[src/rtl/axil_lsu_bridge.sv]
// LSU single-request port to AXI4-Lite master: lane steering, write strobes, load extension, misalignment check.
// Latency (zero-wait slave): store rsp at T+2, load rsp at T+3, misaligned rsp at T+1; one transaction in flight.
// Backpressure: req_ready only in IDLE, response held until rsp_ready; LSU_BRIDGE_TIMEOUT_EN aborts after TIMEOUT_CYC.
`ifndef MemAddrBus
`define MemAddrBus 31:0
`endif
`ifndef MemBus
`define MemBus 31:0
`endif

module axil_lsu_bridge #(
  parameter int TIMEOUT_CYC = 256
) (
  input  logic               clk,
  input  logic               rst,
  input  logic               req_valid,
  output logic               req_ready,
  input  logic               req_we,
  input  logic [1:0]         req_size,
  input  logic               req_signed,
  input  logic [`MemAddrBus] req_addr,
  input  logic [`MemBus]     req_wdata,
  output logic               rsp_valid,
  input  logic               rsp_ready,
  output logic [`MemBus]     rsp_rdata,
  output logic               rsp_err,
  output logic [`MemAddrBus] m_axi_awaddr,
  output logic               m_axi_awvalid,
  input  logic               m_axi_awready,
  output logic [`MemBus]     m_axi_wdata,
  output logic [3:0]         m_axi_wstrb,
  output logic               m_axi_wvalid,
  input  logic               m_axi_wready,
  output logic [`MemAddrBus] m_axi_araddr,
  output logic               m_axi_arvalid,
  input  logic               m_axi_arready,
  input  logic [`MemBus]     m_axi_rdata,
  input  logic               m_axi_rvalid,
  output logic               m_axi_rready
);
  typedef enum logic [2:0] {IDLE, WR, RD_A, RD_D, RESP} state_t;

  state_t         state, state_nxt;
  logic           aw_done, w_done;
  logic [1:0]     size_q, off_q;
  logic           signed_q;
  logic           misalign, wr_complete, timeout;
  logic [`MemBus] rshift, rext;

  assign misalign    = (req_size == 2'b01 && req_addr[0]) ||
                       (req_size[1] && req_addr[1:0] != 2'b00);
  assign wr_complete = (aw_done || m_axi_awready) && (w_done || m_axi_wready);

`ifdef LSU_BRIDGE_TIMEOUT_EN
  localparam int CW = $clog2(TIMEOUT_CYC + 1);
  localparam logic [CW-1:0] TMO_LAST = CW'(TIMEOUT_CYC - 1);
  logic [CW-1:0] tmo_cnt;

  // Cleared while idle so it restarts on entry to WR/RD_A and carries through RD_D.
  always_ff @(posedge clk) begin
    if (rst || state == IDLE) tmo_cnt <= '0;
    else if (state != RESP)   tmo_cnt <= tmo_cnt + 1'b1;
  end
  assign timeout = (tmo_cnt == TMO_LAST);
`else
  logic unused_tmo;
  assign unused_tmo = ^TIMEOUT_CYC;
  assign timeout    = 1'b0;
`endif

  assign rshift = m_axi_rdata >> {off_q, 3'b000};

  always_comb begin
    rext = rshift;
    case (size_q)
      2'b00:   rext = {{24{signed_q & rshift[7]}}, rshift[7:0]};
      2'b01:   rext = {{16{signed_q & rshift[15]}}, rshift[15:0]};
      default: rext = rshift;
    endcase
  end

  always_comb begin
    state_nxt     = state;
    req_ready     = 1'b0;
    m_axi_awvalid = 1'b0;
    m_axi_wvalid  = 1'b0;
    m_axi_arvalid = 1'b0;
    m_axi_rready  = 1'b0;
    rsp_valid     = 1'b0;
    case (state)
      IDLE: begin
        req_ready = 1'b1;
        if (req_valid) begin
          if (misalign)    state_nxt = RESP;
          else if (req_we) state_nxt = WR;
          else             state_nxt = RD_A;
        end
      end
      WR: begin
        m_axi_awvalid = !aw_done;
        m_axi_wvalid  = !w_done;
        if (wr_complete || timeout) state_nxt = RESP;
      end
      RD_A: begin
        m_axi_arvalid = 1'b1;
        if (m_axi_arready) state_nxt = RD_D;
        else if (timeout)  state_nxt = RESP;
      end
      RD_D: begin
        m_axi_rready = 1'b1;
        if (m_axi_rvalid || timeout) state_nxt = RESP;
      end
      RESP: begin
        rsp_valid = 1'b1;
        if (rsp_ready) state_nxt = IDLE;
      end
      default: state_nxt = IDLE;
    endcase
  end

  always_ff @(posedge clk) begin
    if (rst) begin
      state        <= IDLE;
      aw_done      <= 1'b0;
      w_done       <= 1'b0;
      size_q       <= 2'b00;
      off_q        <= 2'b00;
      signed_q     <= 1'b0;
      rsp_rdata    <= '0;
      rsp_err      <= 1'b0;
      m_axi_awaddr <= '0;
      m_axi_wdata  <= '0;
      m_axi_wstrb  <= 4'b0000;
      m_axi_araddr <= '0;
    end else begin
      state <= state_nxt;
      case (state)
        IDLE: if (req_valid) begin
          size_q    <= req_size;
          signed_q  <= req_signed;
          off_q     <= req_addr[1:0];
          aw_done   <= 1'b0;
          w_done    <= 1'b0;
          rsp_rdata <= '0;
          rsp_err   <= misalign;
          if (!misalign && req_we) begin
            m_axi_awaddr <= {req_addr[31:2], 2'b00};
            case (req_size)
              2'b00: begin
                m_axi_wdata <= {4{req_wdata[7:0]}};
                m_axi_wstrb <= 4'b0001 << req_addr[1:0];
              end
              2'b01: begin
                m_axi_wdata <= {2{req_wdata[15:0]}};
                m_axi_wstrb <= 4'b0011 << req_addr[1:0];
              end
              default: begin
                m_axi_wdata <= req_wdata;
                m_axi_wstrb <= 4'b1111;
              end
            endcase
          end
          if (!misalign && !req_we) m_axi_araddr <= {req_addr[31:2], 2'b00};
        end
        WR: begin
          if (m_axi_awready) aw_done <= 1'b1;
          if (m_axi_wready)  w_done  <= 1'b1;
          if (timeout && !wr_complete) rsp_err <= 1'b1;
        end
        RD_A: if (timeout && !m_axi_arready) rsp_err <= 1'b1;
        RD_D: begin
          if (m_axi_rvalid) rsp_rdata <= rext;
          else if (timeout) rsp_err   <= 1'b1;
        end
        default: ;
      endcase
    end
  end
endmodule

[config.mk]
export PLATFORM = sky130hd
export DESIGN_NAME = axil_lsu_bridge
export DESIGN_NICKNAME = d
export VERILOG_FILES = /design/src/rtl/axil_lsu_bridge.sv
export SDC_FILE = /design/constraint.sdc
export NUM_CORES = 1
export LEC_CHECK = 0
export BUFFER_PORTS_ARGS = -buffer_cell sky130_fd_sc_hd__buf_2
export CELL_PAD_IN_SITES_DETAIL_PLACEMENT = 1
export CELL_PAD_IN_SITES_GLOBAL_PLACEMENT = 2
export CORE_MARGIN = 8
export CORE_UTILIZATION = 26
export CTS_CLUSTER_DIAMETER = 100
export CTS_CLUSTER_SIZE = 14
export DETAILED_ROUTE_END_ITERATION = 7
export PLACE_DENSITY_LB_ADDON = 0.05
export SLEW_MARGIN = 20
export SYNTH_ARGS = -nofsm -noshare
export SYNTH_HDL_FRONTEND = slang
export SYNTH_SLANG_ARGS = --single-unit
[constraint.sdc]
create_clock -name clk -period 2.7 [get_ports clk]
set_clock_uncertainty 0.15 [all_clocks]
set_input_delay 0.54 -clock clk [delete_from_list [all_inputs] [get_ports clk]]
set_output_delay 0.54 -clock clk [all_outputs]
set_load 0.005 [all_outputs]
==> metrics, run 1 <==
cell count of the worst reg-to-reg path 5; end of the worst register-to-register path rsp_rdata[25]$_SDFFE_PP0P_; critical path capture point type output port; pin count of the biggest net entering global routing 64; met3 track utilization from global routing 0.0548; dominant cells by area after synthesis dfxtp_1 (47%), nand2_1 (11%), a21oi_1 (8.8%), mux2i_1 (5.4%), o211ai_1 (2.4%); number of hold-slack violations in the final timing report 0; count of hold-fix buffers inserted at cts 0; share of async-settable or async-resettable flops after synthesis 0; reg-to-reg startpoint off_q[0]$_SDFFE_PP0P_; met2 GRT Util 0.290; Psw 0.00181 W; main flop type after synthesis dfxtp_1; RePlAce Congestion 0.807; number of vias after detailed routing 5935; biggest area consumer among synthesized cells dfxtp_1; CTS HTree Levels 4; post-route minimum period 2.52 ns; cell count after synthesis 710; count of synthesis-stage warnings from yosys 0; total non-filler cell area in the finished layout 0.00798 mm^2; #FFs+latches synth 139; routed wirelength normalized by instance count 19.7 um; antenna cells 0; Post-CTS Repair Setup Buffers 0; Placement Cell Area 0.00742 mm^2; placeable core region 0.0226 mm^2; busiest layer in global routing met2; final-layout setup total negative slack 0 ns; Detail Placement HPWL 18100 um; timing-limited maximum frequency 396 MHz; antenna violations before repair 2; count of instances resized after the clock tree is built 0; fin cells 1230; number of I/O pins 247; Root Driver clkbuf_16; maximum clock insertion buffer count 2; CTS tree done; Arr. time, crit path 1.83 ns; delay contributed by the slowest stage of the critical path 0.65 ns; Global Route Usage Sum 0.169; final cycle utilization of the critical path 0.935; Max Fanout on Critical Path 14; Antenna Violating Nets Remaining 0; most used standard cell by instance count after synthesis nand2_1; kind of critical path flip-flop to output port; Largest delay share family, worst path flip-flops; Placed Instances 1198; most common library cells after synthesis nand2_1 (180), dfxtp_1 (139), a21oi_1 (105); synthesized area per cell 8.39 um^2; Area Growth Syn to Fin 34.0%; number of global-route vias before repair 6388; CTS sink cnt 139; Buffers on Ports 242; proportion of layout cells with a drive suffix above 1 0.333; data required time of the critical path 2.01 ns; Seq/Total Area, Yosys 0.467; Die X-Extent 167 um; Pint 0.00399 W; Netlist Area Pre-Place 0.00596 mm^2; Hold Path Class primary input to flip-flop; startpoint kind of the worst setup timing path flip-flop; hold_sp req_addr[11]; Final Core Density 0.354; Clock transition at path regs 0.06 ns; maximum vdd drop 0.354 mV; portion of total power attributed to combinational logic 0.207; cells along the critical path inv_1, or3_1, nor2_1, buf_2; headroom to the max-slew limit 0.540; Residual DRC 0; number of DRC markers in iteration 0 188; Sequential Power Share 0.405; number of enable-type register cells in the synthesized netlist 0; max-capacitance violation count 0; top-area cell type share of the netlist area 0.467; status finished, final reports clean; count of buffering cells on the critical path with inverters included 2; standby leakage power 3.49 nW; number of detailed-route iterations in the first pass 6; number of nets in the layout 1040; Routed WL 24200 um; cts bufs inserted 17; Die Area 0.0280 mm^2; worst skew pair latency 0.41 ns; first-pass GRT wire length 37200 um; clock network power share 0.389; number of stages on the worst hold path 3; overflow left after global routing 0; Cell variety after synth 46; global-route met1 utilization 0.201; unrepaired setup endpoints after global routing no; Final Max Slew Viols 0; FF-to-FF setup slack 0.46 ns; CP Launch Point state[0]$_SDFFE_PP0P_; areal power density over the cells 727 mW/mm^2; Slowest-stage cell, CP dfxtp_1; Chip Height 167 um; starting utilization of the core area 0.264; setup violators final 0; via density per instance 4.83; Placement Rows 55; actual transition at the worst max-transition pin 0.688 ns; sink of the worst hold path m_axi_araddr[11]$_SDFFE_PP0P_; net switching fraction of the power 0.313
[kinds of logic after synthesis]
family / synth area share
AOI/OAI and AO/OA: 0.218
buffers and inverters: 0.0525
DFF: 0.467
muxes: 0.0809
other: 0.000630
and+or+nand+nor: 0.180
[flip-flops by register name (all words and copies together), names as in the netlist]
signal	count
aw_done	1
m_axi_araddr	30
w_done	1
size_q	2
signed_q	1
m_axi_wstrb	4
m_axi_awaddr	30
off_q	2
rsp_err	1
state	3
rsp_rdata	32
m_axi_wdata	32
[how the worst max path moves through the flow]
stage	depth (start not counted)	end
after global placement	5	rsp_rdata[23]$_SDFFE_PP0P_
final	4	m_axi_awvalid
after global routing	4	m_axi_awvalid
after CTS	4	m_axi_awvalid
after floorplan	6	rsp_rdata[14]$_SDFFE_PP0P_
after detailed placement	5	rsp_rdata[26]$_SDFFE_PP0P_
[placed cells by master (no fill, tap or decap), drive strengths merged, types with 2 or more instances in the layout]
cell type and count:
nor4b 3, o211a 4, o211ai 19, mux2 10, o21ai 34, clkinvlp 3, a22oi 18, a211oi 9
clkbuf 18, inv 6, clkinv 8, buf 261, a22o 8, a21oi 105, nand3 9, nand4b 2
mux4 2, mux2i 32, dfxtp 139, nand2 180, nor2b 3, nor2 31, nor3 8, a21boi 2
a311oi 10, o22ai 2, nor3b 4, conb 4, a21o 2
[worst reg2reg max path: stages, from the launching register on]
cell      delay (ns)
dfxtp_1         0.46
buf_4           0.40
nor2b_1         0.09
mux4_2          0.49
nand4b_2        0.31
o21ai_0         0.20
[power groups by stage]
stage | Sequential [W] | Clock [W] | Combinational, W
floorplan | 0.00233 | 0 | 0.000752
global placement | 0.00238 | 0 | 0.00120
detailed placement | 0.00239 | 0 | 0.00122
CTS | 0.00235 | 0.00233 | 0.00123
global route | 0.00237 | 0.00241 | 0.00133
finish | 0.00235 | 0.00225 | 0.00120
[through the flow]
stage	setup WS (ns)	hold slack (ns)	power [W]
6_report	0.176	0.218	0.00580
5_1_grt	0.0611	0.210	0.00611
3_5_place_dp	0.485	0.297	0.00361
3_3_place_gp	0.552	0.290	0.00359
2_1_floorplan	0.784	0.303	0.00308
4_1_cts	0.136	0.199	0.00590
[cell type report]
class	instances	area, um^2
tap	285	357
inverter	4	15.0
clock buffer	18	439
timing repair buffer	261	1390
sequential	139	2780
multi-input combinational	509	2870
fill	2758	14600
clock inverter	14	121
[routing by layer]
metal  vias up  part of all wire
li1       2914                 -
met1      2847              0.44
met2       151              0.49
met3        19             0.058
met4         4             0.011
met5         -           0.00083
(Power assumes the default switching activity.)
==> run 2: changes to the inputs <==
MAX_ROUTING_LAYER = met4   (was default)
==> run 2 against run 1 <==
Effect of this change:
- core utilization about the same
- global-route usage increased by 0.47 points
- register-to-register slack is essentially flat
- sequential share of layout area about the same
- total power about the same
- hold slack hardly changed
==> metrics, run 2 (same netlist as run 1, synthesis figures left out) <==
Area Growth Syn to Fin 34.1% (about the same); number of hold-slack violations in the final timing report 0 (unchanged); areal power density over the cells 726 mW/mm^2 (about the same); number of nets in the layout 1040 (unchanged); timing-limited maximum frequency 394 MHz (-0.47%); overflow left after global routing 0 (unchanged); number of I/O pins 247 (unchanged); RePlAce Congestion 0.819 (+1.4%); Antenna Violating Nets Remaining 0 (unchanged); Residual DRC 0 (unchanged); Slowest-stage cell, CP dfxtp_1; fill cell total of the finished layout 2758 (unchanged); maximum clock insertion buffer count 2 (unchanged); Global Route Usage Sum 0.173 (+0.00468); Clock transition at path regs 0.06 ns (about the same); commonest non-fill, non-tap cell in the layout buf_2; worst skew pair latency 0.42 ns (about the same); pin count of the biggest net entering global routing 64 (unchanged); worst path setup slack after routing 0.164 ns (-0.0119 ns); actual transition at the worst max-transition pin 0.669 ns (-0.0190 ns); number of vias after detailed routing 5947 (+0.20%); starting utilization of the core area 0.264 (unchanged); Routed WL 24200 um (about the same); maximum vdd drop 0.352 mV (-0.42%); first-pass GRT wire length 37100 um (-0.30%); Die X-Extent 167 um (unchanged); final-layout setup total negative slack 0 ns (unchanged); Detail Placement HPWL 18100 um (unchanged); post-route minimum period 2.54 ns (+0.0119 ns); setup violators final 0 (unchanged); largest registers ranked by flip-flop count m_axi_wdata (32), rsp_rdata (32); routed wirelength normalized by instance count 19.7 um (-0.20%); Hold Path Class primary input to flip-flop; Final Core Density 0.354 (about the same); CTS tree done; Final Max Slew Viols 0 (unchanged); Post-CTS Repair Setup Buffers 0 (unchanged); kind of critical path flip-flop to output port; Die Area 0.0280 mm^2 (unchanged); hold slack 0.218 ns (-0.000374 ns); delay contributed by the slowest stage of the critical path 0.66 ns (about the same); antenna violations before repair 2 (unchanged); CTS HTree Levels 4 (unchanged); startpoint kind of the worst setup timing path flip-flop; status finished, final reports clean; standby leakage power 3.49 nW (about the same); via density per instance 4.83 (about the same); critical path capture point type output port; unrepaired setup endpoints after global routing no; count of hold-fix buffers inserted at cts 0 (unchanged); data required time of the critical path 2.01 ns (about the same); Arr. time, crit path 1.85 ns (+0.02 ns); number of DRC markers in iteration 0 193 (+2.7%); number of detailed-route iterations in the first pass 4 (-2); Buffers on Ports 242 (unchanged); number of global-route vias before repair 6403 (+0.23%); max-capacitance violation count 0 (unchanged); proportion of layout cells with a drive suffix above 1 0.333 (unchanged); cells along the critical path inv_1, or3_1, nor2_1, buf_2; count of instances resized after the clock tree is built 0 (unchanged); Root Driver clkbuf_16; Chip Height 167 um (unchanged); Placement Rows 55 (unchanged); Reg area 0.00278 mm^2 (unchanged); Max Fanout on Critical Path 14 (unchanged); placeable core region 0.0226 mm^2 (unchanged); final cycle utilization of the critical path 0.939 (+0.00440); setup slack at placement 0.485 ns (unchanged); cts bufs inserted 17 (unchanged); commonest non-fill, non-tap cells in the layout buf_2 (241), nand2_1 (180), dfxtp_1 (139); headroom to the max-slew limit 0.552 (+0.0127); total area of multi-input combinational cells 0.00287 mm^2 (unchanged); CTS sink cnt 139 (unchanged)
==> run 2: path summary, 6_finish.rpt <==
path	start	endpoint	slack, ns	cells past startpoint
setup / recovery	state[0]$_SDFFE_PP0P_	m_axi_awvalid	0.16	4
hold / removal	req_addr[11]	m_axi_araddr[11]$_SDFFE_PP0P_	0.22	3
setup reg to reg	off_q[0]$_SDFFE_PP0P_	rsp_rdata[25]$_SDFFE_PP0P_	0.47	5
hold reg to reg	m_axi_awaddr[23]$_SDFFE_PP0P_	m_axi_awaddr[23]$_SDFFE_PP0P_	0.30	2
==> run 2: power breakdown <==
group / switching [W] / total, W / internal (W)
Combinational: 0.000704 / 0.00120 / 0.000495
Clock: 0.000959 / 0.00225 / 0.00129
Sequential: 0.000149 / 0.00235 / 0.00220
Total: 0.00181 / 0.00580 / 0.00399
==> run 2: layout make-up <==
cell class                      count  share of cell area
Tap cell                          285              0.0447
Clock inverter                     14              0.0152
Antenna cell                        2            0.000627
Clock buffer                       18              0.0550
Multi-Input combinational cell    509               0.360
Sequential cell                   139               0.348
Inverter                            4             0.00188
Timing Repair Buffer              261               0.175
==> run 2: critical path: cells and delay by family (launching register included) <==
kind,cells,cell delay [ns]
and+or+nand+nor,2,0.51
DFF,1,0.66
buffers and inverters,2,0.25
==> run 2: through the flow <==
| step | instances | instance area [um^2] | total power [W] |
|---|---|---|---|
| after floorplan | 713 | 5970 | 0.00308 |
| after global placement | 1198 | 7420 | 0.00359 |
| after detailed placement | 1198 | 7420 | 0.00361 |
| after CTS | 1230 | 7980 | 0.00590 |
| after global routing | 1232 | 7990 | 0.00611 |
| final | 1232 | 7990 | 0.00580 |
==> run 2: routing by layer <==
metal | part of all wire | vias up | GRT usage
met5 | 0 | - | -
met4 | 0.012 | 0 | 0.0388
met3 | 0.051 | 21 | 0.0494
met1 | 0.45 | 2863 | 0.203
met2 | 0.49 | 146 | 0.291
li1 | - | 2917 | -
